$ cat src/rtl/rtc_update_sched_if.sv
// rtc_update_sched_if: update triggers, datapath op handshake and status between
// the register block / counter synchroniser, the scheduler and the update datapath.
interface rtc_update_sched_if #(
    parameter int LOST_W = 8
);
    logic              WrenRTCLR;
    logic              CountEdge;
    logic              WrenRTCMR;
    logic              OpDone;
    logic              ErrClr;
    logic              OpValid;
    logic [1:0]        OpSel;
    logic              Busy;
    logic              TimeoutErr;
    logic [LOST_W-1:0] LostCnt;

    modport master (
        output WrenRTCLR, CountEdge, WrenRTCMR, OpDone, ErrClr,
        input  OpValid, OpSel, Busy, TimeoutErr, LostCnt
    );

    modport slave (
        input  WrenRTCLR, CountEdge, WrenRTCMR, OpDone, ErrClr,
        output OpValid, OpSel, Busy, TimeoutErr, LostCnt
    );
endinterface

$ cat src/rtl/rtc_update_sched.sv
// rtc_update_sched: fixed-priority scheduler for the shared RTC update adder (offset > RTC value > match).
// Optional coalesced-CountEdge counter enabled by RTC_SCHED_LOSTCNT_EN.
module rtc_update_sched #(
    parameter int TIMEOUT = 16,
    parameter int LOST_W  = 8
) (
    input logic               PCLK,
    input logic               nPOR,
    rtc_update_sched_if.slave bus
);
    localparam int TW = $clog2(TIMEOUT);
    localparam logic [1:0] OP_NONE = 2'b00, OP_LD = 2'b01, OP_CNT = 2'b10, OP_MT = 2'b11;

    typedef enum logic {IDLE, BUSY} state_t;

    state_t        state, stateNext;
    logic          ldPend, cntPend, mtPend;
    logic          ldPendNext, cntPendNext, mtPendNext;
    logic          opValid, opValidNext;
    logic [1:0]    opSel, opSelNext, launchSel;
    logic          timeoutErr, timeoutErrNext;
    logic [TW-1:0] timer, timerNext;
    logic          launch, done, abort, finish;

    always_ff @(posedge PCLK or negedge nPOR) begin
        if (!nPOR) begin
            state      <= IDLE;
            ldPend     <= 1'b0;
            cntPend    <= 1'b0;
            mtPend     <= 1'b0;
            opValid    <= 1'b0;
            opSel      <= OP_NONE;
            timeoutErr <= 1'b0;
            timer      <= '0;
        end else begin
            state      <= stateNext;
            ldPend     <= ldPendNext;
            cntPend    <= cntPendNext;
            mtPend     <= mtPendNext;
            opValid    <= opValidNext;
            opSel      <= opSelNext;
            timeoutErr <= timeoutErrNext;
            timer      <= timerNext;
        end
    end

    // New triggers always win over the launch clear; a finished offset op forces
    // recompute of RTC value and match data, an aborted op re-requests itself.
    always_comb begin
        launchSel      = ldPend ? OP_LD : cntPend ? OP_CNT : OP_MT;
        launch         = state == IDLE && (ldPend || cntPend || mtPend);
        done           = state == BUSY && bus.OpDone;
        abort          = state == BUSY && !bus.OpDone && timer == TW'(TIMEOUT - 1);
        finish         = done || abort;
        ldPendNext     = bus.WrenRTCLR || (ldPend && !(launch && launchSel == OP_LD))
                         || (abort && opSel == OP_LD);
        cntPendNext    = bus.CountEdge || (cntPend && !(launch && launchSel == OP_CNT))
                         || (done && opSel == OP_LD) || (abort && opSel == OP_CNT);
        mtPendNext     = bus.WrenRTCMR || (mtPend && !(launch && launchSel == OP_MT))
                         || (done && opSel == OP_LD) || (abort && opSel == OP_MT);
        stateNext      = launch ? BUSY : finish ? IDLE : state;
        opValidNext    = launch || (opValid && !finish);
        opSelNext      = launch ? launchSel : finish ? OP_NONE : opSel;
        timerNext      = launch ? '0 : state == BUSY ? timer + 1'b1 : timer;
        timeoutErrNext = abort || (timeoutErr && !bus.ErrClr);
    end

    assign bus.OpValid    = opValid;
    assign bus.OpSel      = opSel;
    assign bus.TimeoutErr = timeoutErr;
    assign bus.Busy       = state != IDLE || ldPend || cntPend || mtPend;

`ifdef RTC_SCHED_LOSTCNT_EN
    logic [LOST_W-1:0] lostCnt;

    always_ff @(posedge PCLK or negedge nPOR) begin
        if (!nPOR)
            lostCnt <= '0;
        else if (bus.CountEdge && cntPend && !(launch && launchSel == OP_CNT) && lostCnt != '1)
            lostCnt <= lostCnt + 1'b1;
    end

    assign bus.LostCnt = lostCnt;
`else
    assign bus.LostCnt = {LOST_W{1'b0}};
`endif
endmodule

$ cat src/flat_wrapper.sv
// flat-port wrapper written by rule: the top's interface ports become plain ports
module rtc_update_sched_flat 
#(
    parameter int TIMEOUT = 16,
    parameter int LOST_W  = 8
)
  (PCLK, nPOR, bus_WrenRTCLR, bus_CountEdge, bus_WrenRTCMR, bus_OpDone, bus_ErrClr, bus_OpValid, bus_OpSel, bus_Busy, bus_TimeoutErr, bus_LostCnt);
  rtc_update_sched_if #(.LOST_W(LOST_W)) bus_i ();
  input logic PCLK;
  input logic nPOR;
  input wire logic [$bits(bus_i.WrenRTCLR)-1:0] bus_WrenRTCLR;
  input wire logic [$bits(bus_i.CountEdge)-1:0] bus_CountEdge;
  input wire logic [$bits(bus_i.WrenRTCMR)-1:0] bus_WrenRTCMR;
  input wire logic [$bits(bus_i.OpDone)-1:0] bus_OpDone;
  input wire logic [$bits(bus_i.ErrClr)-1:0] bus_ErrClr;
  output wire logic [$bits(bus_i.OpValid)-1:0] bus_OpValid;
  output wire logic [$bits(bus_i.OpSel)-1:0] bus_OpSel;
  output wire logic [$bits(bus_i.Busy)-1:0] bus_Busy;
  output wire logic [$bits(bus_i.TimeoutErr)-1:0] bus_TimeoutErr;
  output wire logic [$bits(bus_i.LostCnt)-1:0] bus_LostCnt;
  assign bus_i.WrenRTCLR = bus_WrenRTCLR;
  assign bus_i.CountEdge = bus_CountEdge;
  assign bus_i.WrenRTCMR = bus_WrenRTCMR;
  assign bus_i.OpDone = bus_OpDone;
  assign bus_i.ErrClr = bus_ErrClr;
  assign bus_OpValid = bus_i.OpValid;
  assign bus_OpSel = bus_i.OpSel;
  assign bus_Busy = bus_i.Busy;
  assign bus_TimeoutErr = bus_i.TimeoutErr;
  assign bus_LostCnt = bus_i.LostCnt;
  rtc_update_sched #(.TIMEOUT(TIMEOUT), .LOST_W(LOST_W)) u_core (.PCLK(PCLK), .nPOR(nPOR), .bus(bus_i));
endmodule
$ cat config.mk
export PLATFORM = sky130hd
export DESIGN_NAME = rtc_update_sched_flat
export DESIGN_NICKNAME = d
export VERILOG_FILES = /design/src/rtl/rtc_update_sched_if.sv /design/src/rtl/rtc_update_sched.sv /design/src/flat_wrapper.sv
export SDC_FILE = /design/constraint.sdc
export NUM_CORES = 1
export LEC_CHECK = 0
export ABC_AREA = 1
export CORE_UTILIZATION = 48
export CTS_BUF_LIST = sky130_fd_sc_hd__clkbuf_16
export DETAILED_ROUTE_END_ITERATION = 8
export GPL_ROUTABILITY_DRIVEN = 0
export HOLD_SLACK_MARGIN = 0.06
export MAX_ROUTING_LAYER = met4
export PLACE_DENSITY = 0.81
export SLEW_MARGIN = 25
export SYNTH_ARGS = -nofsm -noshare
export SYNTH_HDL_FRONTEND = slang
export SYNTH_SLANG_ARGS = --single-unit
$ cat constraint.sdc
create_clock -name PCLK -period 2.5 [get_ports PCLK]
set_input_delay 0.5 -clock PCLK [delete_from_list [all_inputs] [get_ports PCLK]]
set_output_delay 0.5 -clock PCLK [all_outputs]
set_load 0.1 [all_outputs]
==> results of run 1 <==
==> registers in the layout, indices dropped and copies added (netlist names) <==
| name | flops |
|---|---|
| u_core.bus.OpSel | 2 |
| u_core.timer | 4 |
| u_core.bus.OpValid | 1 |
| u_core.ldPend | 1 |
| u_core.bus.TimeoutErr | 1 |
| u_core.state | 1 |
| u_core.cntPend | 1 |
| u_core.mtPend | 1 |
==> cell type report <==
class,instances,area [µm²],area share (%)
clock buffer,3,75.1,9.10
inverter,8,30.0,3.64
multi-input combinational,55,303,36.7
sequential,12,300,36.4
tap,15,18.8,2.28
timing repair buffer,11,97.6,11.8
==> synthesized netlist by cell type <==
cell type	count
nand2_1	13
dfrtp_1	12
nand3_1	9
buf_4	8
inv_1	7
nor2_1	4
a21oi_1	3
nand2_4	3
nor2_4	3
nand2_2	2
o21ai_1	2
buf_6	1
conb_1	1
ha_1	1
inv_2	1
nand3_2	1
nand4_1	1
nor2_2	1
nor3_1	1
nor3b_1	1
o21ai_0	1
o22ai_1	1
==> metal layers <==
| metal | track usage [%] | share of wire (%) | vias up |
|---|---|---|---|
| li1 | - | - | 256 |
| met4 | 10.3 | 1.8 | 0 |
| met5 | - | 0 | - |
| met1 | 18.2 | 47 | 229 |
| met2 | 27.9 | 46 | 13 |
| met3 | 3.41 | 4.2 | 2 |
==> how the worst min path moves through the flow <==
| stage | start | endpoint | slack (ns) | depth (start not counted) |
|---|---|---|---|---|
| after floorplan | nPOR | u_core.bus.OpSel[0] | 0.20 | 0 |
| after global placement | u_core.timer[0] | u_core.timer[0] | 0.49 | 1 |
| after detailed placement | u_core.timer[0] | u_core.timer[0] | 0.50 | 1 |
| after CTS | u_core.timer[0] | u_core.timer[0] | 0.50 | 1 |
| after global routing | u_core.bus.OpValid | u_core.bus.OpValid | 0.52 | 2 |
| final | u_core.timer[0] | u_core.timer[0] | 0.50 | 1 |
==> power by group through the flow <==
stage	Combinational, mW	Clock [mW]	Sequential, mW
CTS	0.192	0.285	0.273
global placement	0.189	0	0.274
finish	0.191	0.280	0.273
detailed placement	0.191	0	0.276
floorplan	0.131	0	0.307
global route	0.206	0.293	0.278
==> logic make-up (layout without fill, tap and decap cells) <==
family,after synthesis,in the layout,synth area share [%]
compound gates,7,7,5.35
fa+ha+maj,1,1,1.84
buf+inv,17,22,14.9
flops,12,12,44.3
other cells,1,8,0.553
simple gates,39,39,33.0
==> reports/qor.yml, run 1 <==
run_status:
  run_status: "complete, no violations"
clock_network:
  h-tree-depth: 1
  numCtsBuffers: 3
  clock_sinks: 12
  cts-hold-fix-buffers: 0
  clk_latency_ns: 0.23
  cts_resized: 0
  clockBufferDepth: 2
  cts_tree: "done"
  root_buffer: "clkbuf_16"
  clkTransAtPathRegs_ns: 0.04
  post_cts_buffers: 0
timing:
  fin_crit_ns: 1.80
  maxSlewViolCount: 0
  min_period_over_period_pct: 72.2
  setup_ws_ns: 0.696
  hold_ws_ns: 0.497
  fin_tns_setup_ns: 0
  setup_violations: 0
  max_freq_ghz: 0.554
  rsz0062_at_grt: "false"
  finalClockSkew_ns: 0.000993
  relSlewSlack_pct: 65.1
  tightestPinTransition_ns: 0.522
  finalHoldViolCount: 0
critical_path:
  required_ns: 2.00
  crit_slowest_cell: "dfrtp_1"
  cp_cell_sequence: "nor2_4 > nand2_2 > buf_4"
  crit_path_end_kind: "primary output"
  path_max_fanout: 8
  startpoint: "u_core.state"
  path_class: "flop to primary output"
  slowest_delay_ns: 0.60
  reg2reg_depth: 5
  worstSetupEndpoint: "bus_Busy"
  critical_path_buf_inv_count: 1
  regToRegSetupSlack_ns: 1.34
  cp_num_cells: 3
  cp_top_family: "flip-flops"
  timing.rr.end: "u_core.bus.OpValid"
  worstPathArrival_ns: 1.30
  r2r_start: "u_core.state"
  start_kind: "flop"
power_and_ir_drop:
  power_leakage_nw: 0.395
  pwr-share-comb_pct: 25.6
  vdd_drop_max_mv: 0.692
  power_mw: 0.744
  swShare_pct: 34.5
  pwr-share-seq_pct: 36.7
  p_per_area_nw_per_um2: 902
  p_clk_share_pct: 37.7
  power.switching_mw: 0.257
  internal_power_mw: 0.487
grt:
  grt_pass1_vias: 443
  grt_pass1_wl_mm: 1.64
  grt_start_max_net_pins: 13
  grt-ovfl-total: 0
  antenna_found_initial: 0
  grt_use_total_pct: 16.8
finish:
  syn_to_final_growth_pct: 21.6
  layout_commonest_cell: "nand2_1"
  drive_gt1_share_pct: 21.3
  final_cell_area_um2: 825
  postLayoutCoreUtil_pct: 63.4
  num_antenna_cells: 0
  fin_nets: 99
  nFillCells: 100
  final_cell_mix: "nand2_1, dfrtp_1, nand3_1"
  stdcell_count: 104
route:
  wl_per_cell_um: 10.3
  dr.pass1.iters: 4
  vias: 500
  drt_iter0_markers: 8
  viasPerCell: 4.81
  finalWirelength_mm: 1.07
  drc: 0
  ant_nets: 0
logic_synthesis:
  ys_seq_elements: 12
  syn_inst: 77
  syn-cell-area_um2: 678
  ys_seq_area_share_pct: 44.3
  avgSynthCellArea_um2: 8.81
  ys_types: 22
  yosysTopAreaCell: "dfrtp_1"
  synth.area.top_cells: "dfrtp_1, buf_4, nand2_1"
  ys_warn_count: 0
  synth.top_cell.area_share_pct: 44.3
die:
  placementRows: 13
  die_w_um: 39.6
  chipHeight_um: 39.6
  io_pins: 20
  core_area_um2: 1300
  floorplan.initialDensity_pct: 52.1
  die_area_um2: 1570
place:
  dp_slack_ns: 0.901
  hpwl_um: 849
  place_area_um2: 749
  dp_cells: 101
  place.port_buffers: 11
run:
  maxCapViolations: 0
min_path:
  hp-class: "flop to flop"
Power figures use the tool's default switching activity.
==> run 2, diff against run 1 <==
- CORE_UTILIZATION: 48 -> 40
- PLACE_DENSITY: 0.81 -> 0.72
- clock period: 2.5 -> 1.52 ns (I/O delays scaled with it)
==> reports/qor.yml, run 2 (synthesis gave the netlist of run 1 again) <==
grt:
  grt_use_total_pct: 16.2  # was 16.8%
  antenna_found_initial: 0  # unchanged
  grt_pass1_vias: 487  # was 443
  grt-ovfl-total: 0  # unchanged
  grt_pass1_wl_mm: 2.11  # was 1.64 mm
  grt_start_max_net_pins: 13  # unchanged
timing:
  finalHoldViolCount: 0  # unchanged
  setup_ws_ns: 0.0598  # was 0.696 ns
  maxSlewViolCount: 0  # unchanged
  finalClockSkew_ns: 0.00261  # was 0.000993 ns
  min_period_over_period_pct: 96.1
  fin_tns_setup_ns: 0  # unchanged
  rsz0062_at_grt: "false"  # unchanged
  max_freq_ghz: 0.685
  setup_violations: 0  # unchanged
  fin_crit_ns: 1.46
  hold_ws_ns: 0.365  # was 0.497 ns
route:
  wl_per_cell_um: 10.7  # was 10.3 µm
  vias: 513  # was 500
  drt_iter0_markers: 7  # was 8
  ant_nets: 0  # unchanged
  finalWirelength_mm: 1.16  # was 1.07 mm
  drc: 0  # unchanged
  viasPerCell: 4.75  # was 4.81
  dr.pass1.iters: 4  # unchanged
power_and_ir_drop:
  vdd_drop_max_mv: 0.604  # was 0.692 mV
  p_per_area_nw_per_um2: 1390  # was 902 nW/µm²
  power_leakage_nw: 0.431  # was 0.395 nW
critical_path:
  path_class: "flop to primary output"  # unchanged
  worstPathArrival_ns: 1.16  # was 1.30 ns
  reg2reg_depth: 6  # was 5
  required_ns: 1.22  # was 2.00 ns
  r2r_start: "u_core.state"  # unchanged
  path_max_fanout: 4  # was 8
  regToRegSetupSlack_ns: 0.32  # was 1.34 ns
  timing.rr.end: "u_core.bus.OpSel[1]"  # was u_core.bus.OpValid
  crit_path_end_kind: "primary output"  # unchanged
  start_kind: "flop"  # unchanged
finish:
  syn_to_final_growth_pct: 33.9  # was 21.6%
  fin_nets: 101  # was 99
  stdcell_count: 108  # was 104
  layout_commonest_cell: "nand2_1"  # unchanged
  final_cell_mix: "nand2_1, dfrtp_1, nand3_1"  # unchanged
  drive_gt1_share_pct: 23.9  # was 21.3%
  nFillCells: 139  # was 100
  postLayoutCoreUtil_pct: 58.9  # was 63.4%
  regMostFlops: "u_core.timer"  # unchanged
  largest_reg_flops: 4  # unchanged
  num_antenna_cells: 0  # unchanged
min_path:
  hp-class: "primary input to asynchronous set/reset pin"  # was flop to flop
die:
  core_area_um2: 1540  # was 1300 µm²
  placementRows: 14  # was 13
  floorplan.initialDensity_pct: 44.0  # was 52.1%
  io_pins: 20  # unchanged
  die_w_um: 43.2  # was 39.6 µm
  die_area_um2: 1860  # was 1570 µm²
  chipHeight_um: 43.2  # was 39.6 µm
clock_network:
  clockBufferDepth: 2  # unchanged
  clock_sinks: 12  # unchanged
  clk_latency_ns: 0.23  # about the same
  cts_tree: "done"  # unchanged
  post_cts_buffers: 0  # unchanged
  root_buffer: "clkbuf_16"  # unchanged
  h-tree-depth: 1  # unchanged
  numCtsBuffers: 3  # unchanged
  cts-hold-fix-buffers: 0  # unchanged
  cts_resized: 0  # unchanged
  clkTransAtPathRegs_ns: 0.04  # about the same
place:
  dp_cells: 104  # was 101
  dp_slack_ns: 0.133  # was 0.901 ns
  place.port_buffers: 11  # unchanged
  hpwl_um: 883  # was 849 µm
run:
  maxCapViolations: 0  # unchanged
run_status:
  run_status: "complete, no violations"  # unchanged
-- run 2: changes by cell type in the layout (fill, tap and decap cells not counted), sizes merged --
| cell | previous run | this run |
|---|---|---|
| inv | 8 | 9 |
| buf | 5 | 7 |
-- run 2: cell type report --
cell class | instances | area [µm²] | area share (%)
Clock buffer | 3 | 75.1 | 8.26
Clock inverter | 1 | 3.75 | 0.413
Inverter | 8 | 30.0 | 3.31
Multi-Input combinational cell | 55 | 303 | 33.3
Sequential cell | 12 | 302 | 33.2
Tap cell | 16 | 20.0 | 2.20
Timing Repair Buffer | 13 | 175 | 19.3
-- run 2: critical path, stage by stage, from the launching register on --
cell and delay (ns):
dfrtp_1 0.45, nor2_4 0.18, nand2_2 0.11, buf_12 0.18
-- run 2: power breakdown --
part           leakage, nW  internal (mW)  switching (mW)
Sequential           0.140          0.382          0.0714
Combinational        0.248          0.106           0.237
Clock               0.0423          0.345           0.122
Total                0.431          0.833           0.430
-- run 2: worst max path at each step --
| stage | from | endpoint | slack [ns] | depth (start not counted) |
|---|---|---|---|---|
| finish | u_core.cntPend | bus_Busy | 0.06 | 3 |
| global route | u_core.state | bus_Busy | 0.009 | 3 |
| CTS | u_core.state | bus_Busy | 0.06 | 3 |
| detailed placement | bus_OpDone | u_core.bus.OpSel[1] | 0.13 | 7 |
| global placement | bus_OpDone | u_core.bus.OpSel[0] | 0.15 | 7 |
| floorplan | u_core.bus.OpSel[1] | u_core.cntPend | 0.08 | 3 |
-- run 2: metal layers --
layer | track usage [%] | routed length (µm) | vias up
met4 | 9.09 | 11 | 0
li1 | - | - | 259
met3 | 4.26 | 58 | 2
met1 | 20.2 | 506 | 242
met2 | 23.6 | 581 | 10
met5 | - | 0 | -
-- run 2: per-stage QoR --
stage               power (mW)  instance area [µm²]
floorplan                0.722                  706
global placement         0.797                  830
detailed placement       0.801                  830
CTS                       1.28                  908
global route              1.35                  908
finish                    1.26                  908
==> run 3, diff against run 2 <==
- CAP_MARGIN: unset -> 25
==> results of run 3 <==
Same layout as run 2: the final DEF is identical, and so are final timing and power.
